**src/rtl/rp_decim_pkg.sv**
```systemverilog
// Shared constants for the ADC decimator.
//   DW        : ADC sample width (signed two's complement)
//   CW        : decimation factor width (factor 1..65536)
//   ACC_GUARD : accumulator headroom bits above DW (log2 of max factor)
//   ACC_W     : accumulator width for the default sample width
//   KW        : width of the averaging shift amount
//   DEC_MAX   : largest supported decimation factor
package rp_decim_pkg;
  localparam int DW        = 14;
  localparam int CW        = 17;
  localparam int ACC_GUARD = 16;
  localparam int ACC_W     = DW + ACC_GUARD;
  localparam int KW        = 5;
  localparam int DEC_MAX   = 65536;
endpackage

```
**src/rtl/rp_decim_log2.sv**
```systemverilog
// Power-of-two detector for the decimation factor.
//   n_i    : decimation factor (already mapped so it is never 0)
//   pow2_o : n_i is an exact power of two
//   k_o    : index of the highest set bit of n_i (= log2 when pow2_o)
module rp_decim_log2 #(
  parameter int CW = 17,
  parameter int KW = 5
) (
  input  logic [CW-1:0] n_i,
  output logic          pow2_o,
  output logic [KW-1:0] k_o
);
  always_comb begin
    pow2_o = (n_i != '0) && ((n_i & (n_i - CW'(1))) == '0);
    k_o    = '0;
    for (int i = 0; i < CW; i++)
      if (n_i[i]) k_o = KW'(i);
  end
endmodule

```
**src/rtl/rp_adc_decim.sv**
```systemverilog
// ADC decimator: splits the sample stream into windows of N samples and emits
// one output per window, either the window average (N a power of two, avg on)
// or the last sample of the window.
//   adc_clk_i    : ADC clock
//   adc_rst_i    : asynchronous active-high reset
//   adc_dat_i    : raw signed ADC sample, one per clock
//   set_dec_i    : decimation factor N (0 means 1)
//   set_avg_en_i : 1 = average, 0 = last sample
//   adc_rst_do_i : synchronous clear of the window state
//   adc_dat_o    : decimated sample, held between strobes
//   adc_dv_o     : one-cycle strobe marking a new adc_dat_o
//   set_dec1_o   : active window factor is 1
module rp_adc_decim
  import rp_decim_pkg::*;
#(
  parameter int DW = rp_decim_pkg::DW,
  parameter int CW = rp_decim_pkg::CW
) (
  input  logic          adc_clk_i,
  input  logic          adc_rst_i,
  input  logic [DW-1:0] adc_dat_i,
  input  logic [CW-1:0] set_dec_i,
  input  logic          set_avg_en_i,
  input  logic          adc_rst_do_i,
  output logic [DW-1:0] adc_dat_o,
  output logic          adc_dv_o,
  output logic          set_dec1_o
);
  localparam int AW = DW + ACC_GUARD;
  localparam logic [CW-1:0] ONE = CW'(1);

  logic [CW-1:0]        cnt_q, cnt_d, n_q, n_d;
  logic                 avg_q, avg_d;
  logic signed [AW-1:0] acc_q, acc_d;
  logic [DW-1:0]        dat_q, dat_d;
  logic                 dv_q, dv_d;

  logic                 win_start, last, use_avg, pow2;
  logic [KW-1:0]        k;
  logic signed [AW-1:0] samp_ext, sum;

  // Shift amount comes from the latched factor; it is only consulted from the
  // second sample of a window on, when n_q already holds this window's N.
  rp_decim_log2 #(.CW(CW), .KW(KW)) u_log2 (
    .n_i    (n_q),
    .pow2_o (pow2),
    .k_o    (k)
  );

  always_comb begin
    win_start = (cnt_q == '0);
    // At window start the fresh settings are used immediately so that N=1
    // can complete its window on the very same edge.
    n_d       = win_start ? ((set_dec_i == '0) ? ONE : set_dec_i) : n_q;
    avg_d     = win_start ? set_avg_en_i : avg_q;
    samp_ext  = {{(AW-DW){adc_dat_i[DW-1]}}, adc_dat_i};
    sum       = (win_start ? '0 : acc_q) + samp_ext;
    last      = (cnt_q == n_d - ONE);
    // A one-sample window's average is the sample itself.
    use_avg   = avg_d && pow2 && !win_start;

    cnt_d = last ? '0 : cnt_q + ONE;
    acc_d = sum;
    dv_d  = last;
    dat_d = dat_q;
    if (last) dat_d = use_avg ? DW'(sum >>> k) : adc_dat_i;

    // Window clear wins over a completing window.
    if (adc_rst_do_i) begin
      cnt_d = '0;
      acc_d = '0;
      dv_d  = 1'b0;
      dat_d = dat_q;
      n_d   = n_q;
      avg_d = avg_q;
    end
  end

  always_ff @(posedge adc_clk_i or posedge adc_rst_i) begin
    if (adc_rst_i) begin
      cnt_q <= '0;
      acc_q <= '0;
      n_q   <= ONE;
      avg_q <= 1'b0;
      dat_q <= '0;
      dv_q  <= 1'b0;
    end else begin
      cnt_q <= cnt_d;
      acc_q <= acc_d;
      n_q   <= n_d;
      avg_q <= avg_d;
      dat_q <= dat_d;
      dv_q  <= dv_d;
    end
  end

  assign adc_dat_o  = dat_q;
  assign adc_dv_o   = dv_q;
  assign set_dec1_o = (n_q == ONE);
endmodule

```
**config.mk**
```make
export PLATFORM = sky130hd
export DESIGN_NAME = rp_adc_decim
export DESIGN_NICKNAME = d
export VERILOG_FILES = /design/src/rtl/rp_decim_pkg.sv /design/src/rtl/rp_decim_log2.sv /design/src/rtl/rp_adc_decim.sv
export SDC_FILE = /design/constraint.sdc
export NUM_CORES = 1
export LEC_CHECK = 0
export CAP_MARGIN = 20
export CORE_ASPECT_RATIO = 0.7
export CORE_UTILIZATION = 60
export CTS_CLUSTER_DIAMETER = 100
export CTS_CLUSTER_SIZE = 16
export DETAILED_ROUTE_END_ITERATION = 8
export MAX_ROUTING_LAYER = met4
export PLACE_DENSITY_LB_ADDON = 0.08
export SYNTH_ARGS = -nofsm -noshare
export SYNTH_HDL_FRONTEND = slang
export SYNTH_SLANG_ARGS = --single-unit
```
**constraint.sdc**
```tcl
create_clock -name adc_clk_i -period 5.9 [get_ports adc_clk_i]
set_input_delay 1.18 -clock adc_clk_i [delete_from_list [all_inputs] [get_ports adc_clk_i]]
set_output_delay 1.18 -clock adc_clk_i [all_outputs]
set_load 0.01 [all_outputs]
```
Word level (Yosys, flattened, before mapping)

Index checks and enable logic that the tools add are counted.
W data, S select, Z words.

Memories kept: 0
Bits in registers: 80
Bits in latches: 0
ROM bits: 0
Output and inout bits: 16
Input bits: 35
Bits in writable memories: 0

Reductions and logical operators: 9
Multipliers: 0
Div/mod/pow operators: 0
Mux-type cells: 25
Shift-type cells: 1
Magnitude comparators: 0
Add/subtract/negate cells: 4
Bitwise logic cells: 2
Equality and inequality tests: 2

Operator list:

| operator                | count |
|---|---|
| $mux W17                | 4 |
| $mux W30                | 2 |
| $logic_not A17 Y1       | 3 |
| $sub A17 B1 Y17 const B | 2 |
| $mux W4                 | 8 |
| $add A30 B30 Y30        | 1 |
| $sshr A30 B5 Y14        | 1 |
| $add A17 B1 Y17 const B | 1 |
| $and A17 B17 Y17        | 1 |
| $eq A17 B1 Y1 const B   | 1 |
| $eq A17 B17 Y1          | 1 |
| $reduce_bool A17 Y1     | 1 |
| $mux W14                | 1 |
| $mux W3                 | 4 |
| $mux W5                 | 1 |
| $mux W2                 | 2 |
| $logic_and A1 B1 Y1     | 3 |
| $mux W1                 | 3 |
| $reduce_and A2 Y1       | 1 |
| $logic_not A1 Y1        | 1 |
| $not A1 Y1              | 1 |

Longest topological paths before layout

Gate-level depths: netlist (run 1).

Depth after elaboration: 18
Mapped depth: 21
Gate-level depth less buffers: 18

By module

Synthesis (run 1) repeated with hierarchy kept, for this count alone.

Cell total of the unflattened synthesis: 1106
Area total of the unflattened synthesis: 8613.3 um^2

By module, submodules not included:

| module        | cells an instance | times used | area an instance (um^2) | sequential area each (um^2) |
|---|---|---|---|---|
| rp_adc_decim  | 1050              | 1          | 8284.2                  | 2003.2 |
| rp_decim_log2 | 56                | 1          | 329.1                   | 0.0 |

Least setup slack after synthesis (run 1)

Ideal clock, no wire load.

Path type: reg-to-reg
Start: register cnt_q[15]
End: register dat_q[5] (netlist: adc_dat_o[5])
Buffers on the path: 4
Slack: 1293 ps
Cell stages (with the launch flop): 19
Required time: 5775 ps
Arrival time: 4483 ps
Period minus slack after synthesis: 4607 ps
Cells stage by stage: dfrtp_1 -> buf_2 -> nor4_1 -> nand4_1 -> clkbuf_1 -> clkbuf_1 -> and2_1 -> ha_1 -> clkbuf_1 -> nand4_1 -> or2_2 -> o31ai_1 -> o21ai_0 -> xor2_1 -> mux2i_1 -> mux2_2 -> a211oi_1 -> o31ai_1 -> mux2_2

Longest elaborated chain between the ends: 5
Elaborated cells on any way between the ends: 13
Classes of those cells: 2 x add/sub; 1 x eq/ne; 1 x shift; 4 x mux; 5 x reduce/logical

RTL lines:

| what                                                 | RTL line           | source |
|---|---|---|
| start, declared                                      | rp_adc_decim.sv:32 | `logic [CW-1:0] cnt_q, cnt_d, n_q, n_d;` |
| start signal, assigned                               | rp_adc_decim.sv:88 | `cnt_q <= cnt_d;` |
| $logic_not A17 Y1                                    | rp_adc_decim.sv:51 | `win_start = (cnt_q == '0);` |
| $mux W30, or another cell as far along               | rp_adc_decim.sv:57 | `sum = (win_start ? '0 : acc_q) + samp_ext;` |
| $add A30 B30 Y30, or another cell as far along       | rp_adc_decim.sv:57 |  |
| $sshr A30 B5 Y14, or another cell as far along       | rp_adc_decim.sv:66 | `if (last) dat_d = use_avg ? DW'(sum >>> k) : adc_dat_i;` |
| $mux W14 / $reduce_and A2 Y1 (equally long branches) | n/a                |  |
| end signal, assigned                                 | rp_adc_decim.sv:92 | `dat_q <= dat_d;` |
| end, declared                                        | rp_adc_decim.sv:35 | `logic [DW-1:0] dat_q, dat_d;` |

Parallel ways exist; a longest one is shown, timed or not.
A chain may end at the register's enable or synchronous reset.

Final worst setup path (run 1)

Start: register cnt_q[0]
End: register dat_q[9] (netlist: adc_dat_o[9])

The elaborated chain is that of the path after synthesis.

==> results.py, run 1 <==
metrics = {
    "run_status": {
        "outcome": "finished, final reports clean",
    },
    "cells_and_area": {
        "synthToLayoutAreaGrowth_pct": 13.07,
        "drive_above_1_share": 0.08983,
        "final_area_mm2": 0.009095,
        "n_fill_cell": 1059,
        "num-nets-final": 1154,
    },
    "setup_path": {
        "crit_type": "flop to flop",
        "critPathLaunchType": "flop",
        "worst_ep_arrival_time_ns": 5.57,
        "slowest_delay_ns": 0.50,
        "worst_path_dominant_cell_family": "compound AO/OA/AOI/OAI gates",
        "cp.depth": 18,
        "required_ns": 6.11,
        "crit_chain": "inv_1, ha_1, nor4b_2, nand4_1, buf_12, and2_1, ha_1, nand4_1, nor3_1, o211ai_1, a311o_1, a21oi_1, nor3_1, a21oi_1, a211oi_1, o41ai_1, buf_4, a31oi_2",
        "crit_buf_inv": 3,
        "reg2regPathDepth": 18,
        "crit_slowest_cell": "o41ai_1",
        "critPathCaptureType": "flop",
        "path_max_fanout": 51,
    },
    "logic_synthesis": {
        "ys_seq_area_frac": 0.2490,
        "async_reset_ff_frac": 1.000,
        "ys.flop_type": "dfrtp_1",
        "synthMuxAreaShare": 0.03578,
        "syn_area_mm2": 0.008044,
        "syn_nets": 1119,
        "synth_compound_area_frac": 0.2722,
        "syn-instance-count": 1051,
        "yosys.area_share.simple": 0.2776,
        "ys_types": 86,
        "synth_edf_count": 0,
        "ys_seq_elements": 80,
        "post_synth.cell_area_avg_um2": 7.654,
        "synthXorXnorAreaFrac": 0.06097,
        "yosysWarnings": 0,
        "synth_fa_ha_area_frac": 0.05351,
        "synth_top_family_by_area": "simple AND/OR/NAND/NOR gates",
    },
    "power": {
        "max-vdd-ir-drop_uv": 186.5,
        "power_density_mw_per_mm2": 329.9,
        "p_leak_nw": 3.790,
    },
    "sta": {
        "max_slew.worst_pin.slew_ns": 1.003,
        "rsz0062_at_grt": "no",
        "slew-limit-headroom": 0.3295,
        "clock.fmax_mhz": 186.3,
        "hold_viol_final": 0,
        "period_needed_ns": 5.367,
        "final.setup.tns_ns": 0,
        "maxSlewViolCount": 0,
        "whs_ns": 0.5128,
        "clock_skew_ns": 0.009863,
        "timing.final.crit_share": 0.9096,
        "setup_viol": 0,
    },
    "global_route": {
        "grt_pass1_vias": 7649,
        "grt_antenna_before_repair": 1,
        "grt_usage": 0.4183,
        "grt_pass1_wl_um": 43260,
        "grt.overflow.total": 0,
        "grt_max_degree": 58,
        "gr-usage-met1": 0.6349,
        "met2_usage": 0.5212,
        "gr-usage-met3": 0.1511,
        "grt_busiest_layer": "met1",
    },
    "floorplan": {
        "rows": 34,
        "core_area_mm2": 0.01276,
        "die_y_um": 98.88,
        "die-area_mm2": 0.01388,
        "start_util": 0.6303,
        "dieWidth_um": 140.4,
        "io_pins": 51,
    },
    "placed_design": {
        "postPlaceCellArea_mm2": 0.008773,
        "hpwl_um": 21070,
        "gp_congestion": 1.017,
        "io_buffers": 50,
    },
    "cts": {
        "ctsResizeCount": 0,
        "cts_tree": "yes",
        "cts_hold_buf": 0,
        "cts.root.buffer_cell": "clkbuf_16",
        "htree_levels": 3,
        "post-cts-setup-buffers": 0,
        "clk_pin_slew_ns": 0.07,
        "worstSkewPairLatency_ns": 0.34,
        "numCtsBuffers": 9,
        "clock_path_buffers": 2,
        "cts.sinks": 80,
    },
    "routing": {
        "drtAntennaViolNets": 0,
        "dr_total_vias": 8557,
        "dr.pass1.iters": 8,
        "vias_per_cell": 6.824,
        "drt_iter0_markers": 1249,
        "wire_per_inst_um": 22.01,
        "drt_wl_total_um": 27600,
        "drc": 0,
    },
    "worst_hold_path": {
        "hold_path_class": "flop to flop",
        "holdPathStages": 1,
    },
    "run": {
        "maxCapViolCount": 0,
    },
}
-- cells in the mapped netlist, drive strengths merged, types with 4 or more instances --
cell type  count  area (µm²)
clkbuf        52       195.2
a21o          14       105.1
and3          12       75.07
a21oi         63       319.1
o31ai          8       60.06
nand2        118       442.9
or4           12       97.59
o31a           6       52.55
o221ai         4       41.29
o211ai        29       217.7
nand4         16       100.1
a211o          8       70.07
inv           20       75.07
nand3         27       135.1
dfrtp         79        1977
o2111ai        4       35.03
o211a          4       40.04
a32oi          4       35.03
o21a          15       112.6
nand2b        13       81.33
and4           4       35.03
o41ai          5       43.79
or2            8       50.05
a22oi          4       30.03
a21boi         7       52.55
nor4          16       121.4
a31oi          8       62.56
o311ai         6       52.55
mux2           6       67.56
nor2         102       404.1
a211oi        18       135.1
nor3          28       140.1
buf           22       138.9
and2          38       237.7
xor2          15       131.4
or3           14       87.58
o22ai          7       43.79
xnor2         41       359.1
o21ai         76       391.6
mux2i         22       220.2
nor4b          4       41.29
ha            32       400.4
nor2b         16       100.1
-- layout make-up --
class                      count  area [µm²]  area share
timing repair buffer          98       890.9     0.09795
inverter                      20       76.32    0.008392
clock buffer                   9       225.2     0.02476
tap                          162       202.7     0.02229
sequential                    80        2003      0.2203
antenna                        1       2.502   0.0002751
clock inverter                 7       53.80    0.005916
multi-input combinational    877        5640      0.6202
-- cell families (layout without fill, tap and decap cells) --
logic type                 count (synthesis)  count (layout)
buffers and inverters                     94             134
DFF                                       80              80
adders and majority gates                 34              34
AOI/OAI and AO/OA                        321             321
muxes                                     28              28
and+or+nand+nor                          438             438
xor gates and xnor gates                  56              56
other                                      0               1
-- layer usage --
layer	wire length, µm	share of wire
met1	12950	0.47
met2	10110	0.37
met3	4272	0.15
met4	261	0.0095
met5	0	0
-- cells in the final DEF, fill, tap and decap left out, types with 9 or more instances in the layout --
| cell | n |
|---|---|
| nor2_1 | 99 |
| xnor2_1 | 41 |
| mux2i_1 | 22 |
| inv_1 | 19 |
| clkdlybuf4s50_1 | 50 |
| o21ai_0 | 63 |
| a21o_1 | 14 |
| xor2_1 | 15 |
| and3_1 | 12 |
| and2_1 | 38 |
| o21a_1 | 15 |
| nand3_1 | 27 |
| or4_1 | 10 |
| o21ai_1 | 10 |
| nand2b_1 | 13 |
| dfrtp_1 | 79 |
| a21oi_1 | 61 |
| a211oi_1 | 17 |
| buf_4 | 45 |
| o211ai_1 | 29 |
| nand2_1 | 118 |
| or3_1 | 14 |
| ha_1 | 32 |
| nand4_1 | 16 |
| nor2b_1 | 16 |
| clkbuf_16 | 9 |
| nor4_1 | 14 |
| nor3_1 | 28 |
-- power by group --
part / internal (W) / leakage (nW) / switching (W)
logic: 0.000669 / 2.61 / 0.00107
clock network: 0.000289 / 0.128 / 0.000257
registers: 0.000615 / 1.05 / 0.0000951
-- final timing paths --
kind                                                 end          startpoint  slack [ns]
worst min register to register        cnt_q[0]$_DFF_PP0_  cnt_q[0]$_DFF_PP0_        0.51
worst max register to register  adc_dat_o[9]$_DFFE_PP0P_  cnt_q[0]$_DFF_PP0_        0.53
worst max-delay path            adc_dat_o[9]$_DFFE_PP0P_  cnt_q[0]$_DFF_PP0_        0.53
max in group asynchronous             n_q[6]$_DFFE_PP0N_           adc_rst_i        3.66
worst min-delay path                  cnt_q[0]$_DFF_PP0_  cnt_q[0]$_DFF_PP0_        0.51
min in group asynchronous            cnt_q[12]$_DFF_PP0_           adc_rst_i        1.13
-- registers in the layout, indices dropped and copies added, names as in the netlist --
| signal | cells |
|---|---|
| avg_q | 1 |
| adc_dv_o | 1 |
| adc_dat_o | 14 |
| n_q | 17 |
| cnt_q | 17 |
| acc_q | 30 |
-- through the flow --
stage          std cells  setup WS, ns  power (W)  utilization
6_report            1254        0.5331   0.003000       0.7126
5_1_grt             1254        0.2292   0.003172       0.7126
4_1_cts             1250        0.6500   0.002907       0.7093
3_5_place_dp        1234        0.2935   0.002355       0.6875
3_3_place_gp        1234        0.4418   0.002333       0.6875
2_1_floorplan       1051         1.293   0.001878            -
No activity file was read; power rests on OpenSTA's default activity.
==> run 2, diff against run 1 <==
Settings changed: CTS_CLUSTER_SIZE 16 to 40, SYNTH_HIERARCHICAL set to 1.
==> run 2 against run 1 <==
Compared with the run above: routed wire length is 11% higher; global-route usage up 0.82 points; area after synthesis increased by 7.1%; critical path depth down 1; clock-buffer cell count is the same; clock power is 14% higher; non-clock buffer count is 3 lower; worst hold slack got worse by 0.026 ns; synthesized cell count grew 5.2%; sequential power increased by 3.4%; critical path type is now input pin to flop.
==> results.py, run 2 <==
metrics = {
    "cts": {
        "worstSkewPairLatency_ns": 0.36,
        "clock_path_buffers": 2,
        "clk_pin_slew_ns": 0.07,
        "htree_levels": 3,
        "cts.sinks": 80,
        "cts_hold_buf": 0,
        "cts.root.buffer_cell": "clkbuf_16",
        "numCtsBuffers": 9,
        "cts_tree": "yes",
        "post-cts-setup-buffers": 0,
    },
    "cells_and_area": {
        "diodes": 0,
        "final_cell_mix": "nor2_1, nand2_1, dfrtp_1",
        "instances_no_fill": 1342,
        "largest_reg_flops": 30,
        "synthToLayoutAreaGrowth_pct": 13.80,
        "final_area_mm2": 0.009802,
        "n_fill_cell": 1163,
        "num-nets-final": 1215,
        "top_register": "acc_q",
        "top_regs": "acc_q x30, cnt_q x17, n_q x17",
        "final_common_cell": "nor2_1",
        "drive_above_1_share": 0.1050,
    },
    "setup_path": {
        "cpMostUsedCell": "or3_1",
        "worst_path_dominant_cell_family": "simple AND/OR/NAND/NOR gates",
        "crit_buf_inv": 3,
        "path_max_fanout": 10,
        "crit_type": "input pin to flop",
        "worst_ep_arrival_time_ns": 5.93,
        "slowest_delay_ns": 0.56,
        "crit_slowest_cell": "or4_1",
        "required_ns": 6.14,
        "critPathLaunchType": "input pin",
        "critPathCaptureType": "flop",
        "crit_chain": "clkdlybuf4s50_1, or3_1, or3_1, or3_1, a31o_2, ha_1, inv_1, nor3_1, a41o_1, or4_1, nor4_2, nand4_1, or3_1, or2_1, inv_2, mux2i_1, o21ai_0",
    },
    "sta": {
        "hold_viol_final": 0,
        "max_slew.worst_pin.slew_ns": 0.7439,
        "maxSlewViolCount": 0,
        "clock_skew_ns": 0.01180,
        "setup_viol": 0,
        "clock.fmax_mhz": 176.0,
        "whs_ns": 0.4872,
        "timing.final.crit_share": 0.9632,
        "slew-limit-headroom": 0.5011,
        "final.setup.tns_ns": 0,
        "period_needed_ns": 5.683,
        "rsz0062_at_grt": "no",
    },
    "run_status": {
        "outcome": "finished, final reports clean",
    },
    "routing": {
        "wire_per_inst_um": 22.92,
        "drt_wl_total_um": 30760,
        "vias_per_cell": 7.007,
        "dr_total_vias": 9403,
        "wl_met3_um": 5323,
        "wl_met2_um": 11120,
        "dr.pass1.iters": 6,
        "drt_iter0_markers": 1245,
        "drtAntennaViolNets": 0,
        "drc": 0,
        "met1_length_um": 13860,
        "routed.top_layer": "met4",
    },
    "logic_synthesis": {
        "async_reset_ff_frac": 1.000,
        "syn-instance-count": 1106,
        "ys_seq_elements": 80,
        "post_synth.cell_area_avg_um2": 7.788,
        "synth_area_leaders": "dfrtp_1, nor2_1, ha_1",
        "yosysMostFrequentCell": "nor2_1",
        "synth_top_area_frac": 0.2295,
        "ys.flop_type": "dfrtp_1",
        "synth_edf_count": 0,
        "yosysTopAreaCell": "dfrtp_1",
        "syn_nets": 1174,
        "synth_commonest_cells": "nor2_1, nand2_1, dfrtp_1",
        "ys_types": 87,
        "ys_seq_area_frac": 0.2326,
        "syn_area_mm2": 0.008613,
        "yosysWarnings": 6,
    },
    "global_route": {
        "grt_antenna_before_repair": 0,
        "grt_pass1_vias": 8086,
        "grt_usage": 0.4265,
        "grt.overflow.total": 0,
        "grt_pass1_wl_um": 46800,
        "grt_max_degree": 56,
    },
    "placed_design": {
        "io_buffers": 50,
        "dp.cells": 1325,
        "hpwl_um": 23550,
        "gp_congestion": 1.016,
        "postPlaceCellArea_mm2": 0.009437,
    },
    "power": {
        "max-vdd-ir-drop_uv": 203.7,
        "power_density_mw_per_mm2": 332.9,
        "p_leak_nw": 4.037,
        "power_w": 0.003263,
    },
    "floorplan": {
        "rows": 36,
        "die_y_um": 102.2,
        "core_area_mm2": 0.01396,
        "start_util": 0.6168,
        "dieWidth_um": 145.2,
        "die-area_mm2": 0.01485,
        "io_pins": 51,
    },
    "run": {
        "maxCapViolCount": 0,
    },
    "worst_hold_path": {
        "hold_path_class": "flop to flop",
    },
}
[run 2: logic make-up (layout without fill, tap and decap cells)]
logic type                 Yosys count  in the layout  synth area share
and+or+nand+nor                    450            450            0.2632
DFF                                 80             80            0.2326
AOI/OAI and AO/OA                  328            328            0.2624
buffers and inverters               97            143           0.04576
adders and majority gates           34             34           0.04997
xor gates and xnor gates            62             62           0.06304
muxes                               55             55           0.08309
[run 2: final cells by class]
cell class | instances | area (µm²) | area share
clock buffer | 9 | 225.2 | 0.02298
tap | 190 | 237.7 | 0.02425
clock inverter | 7 | 86.33 | 0.008808
multi-input combinational | 929 | 6270 | 0.6396
timing repair buffer | 95 | 858.3 | 0.08757
sequential | 80 | 2003 | 0.2044
inverter | 32 | 121.4 | 0.01238
[run 2: routing by layer]
metal  GRT usage  vias to the layer above
met5           -                        -
met4     0.07126                        0
met3      0.1888                       54
met2      0.5163                      692
met1      0.6290                     4444
li1            -                     4213
[run 2: worst paths after layout]
path / slack [ns] / depth (start not counted) / from / endpoint
setup / recovery: 0.22 / 17 / set_dec_i[10] / adc_dat_o[8]$_DFFE_PP0P_
hold / removal: 0.49 / 2 / adc_dat_o[13]$_DFFE_PP0P_ / adc_dat_o[13]$_DFFE_PP0P_
setup reg to reg: 0.28 / 18 / cnt_q[0]$_DFF_PP0_ / adc_dat_o[0]$_DFFE_PP0P_
hold reg to reg: 0.49 / 2 / adc_dat_o[13]$_DFFE_PP0P_ / adc_dat_o[13]$_DFFE_PP0P_
max in group asynchronous: 3.95 / 4 / adc_rst_i / adc_dat_o[6]$_DFFE_PP0P_
min in group asynchronous: 1.03 / 2 / adc_rst_i / cnt_q[0]$_DFF_PP0_
[run 2: repair_timing]
item / in CTS / in global routing
resized for setup: 0 / 4
setup endpoints to repair: 0 / 13
endpoints found under the hold margin: 0 / 0
[run 2: per-stage QoR]
step | setup slack, ns | util
2_1_floorplan | 0.3938 | -
4_1_cts | 0.2678 | 0.6981
3_5_place_dp | -0.1116 | 0.6758
3_3_place_gp | 0.06949 | 0.6758
5_1_grt | 0.02640 | 0.7020
6_report | 0.2171 | 0.7020
[run 2: worst min-delay path: stages (launching register included)]
cell and delay (ns):
dfrtp_1 0.35, nand2_1 0.05, o31ai_1 0.05
[run 2: where the power goes]
group | switching (W) | leakage [nW] | total (W) | internal (W)
Combinational | 0.00121 | 2.84 | 0.00191 | 0.000699
Sequential | 0.000115 | 1.04 | 0.000735 | 0.000620
Clock | 0.000284 | 0.150 | 0.000623 | 0.000339
==> run 3, diff against run 2 <==
Settings changed: ABC_CLOCK_PERIOD_IN_PS set to 5900.
==> results of run 3 <==
Final layout, timing and power as in run 2 (identical DEF).
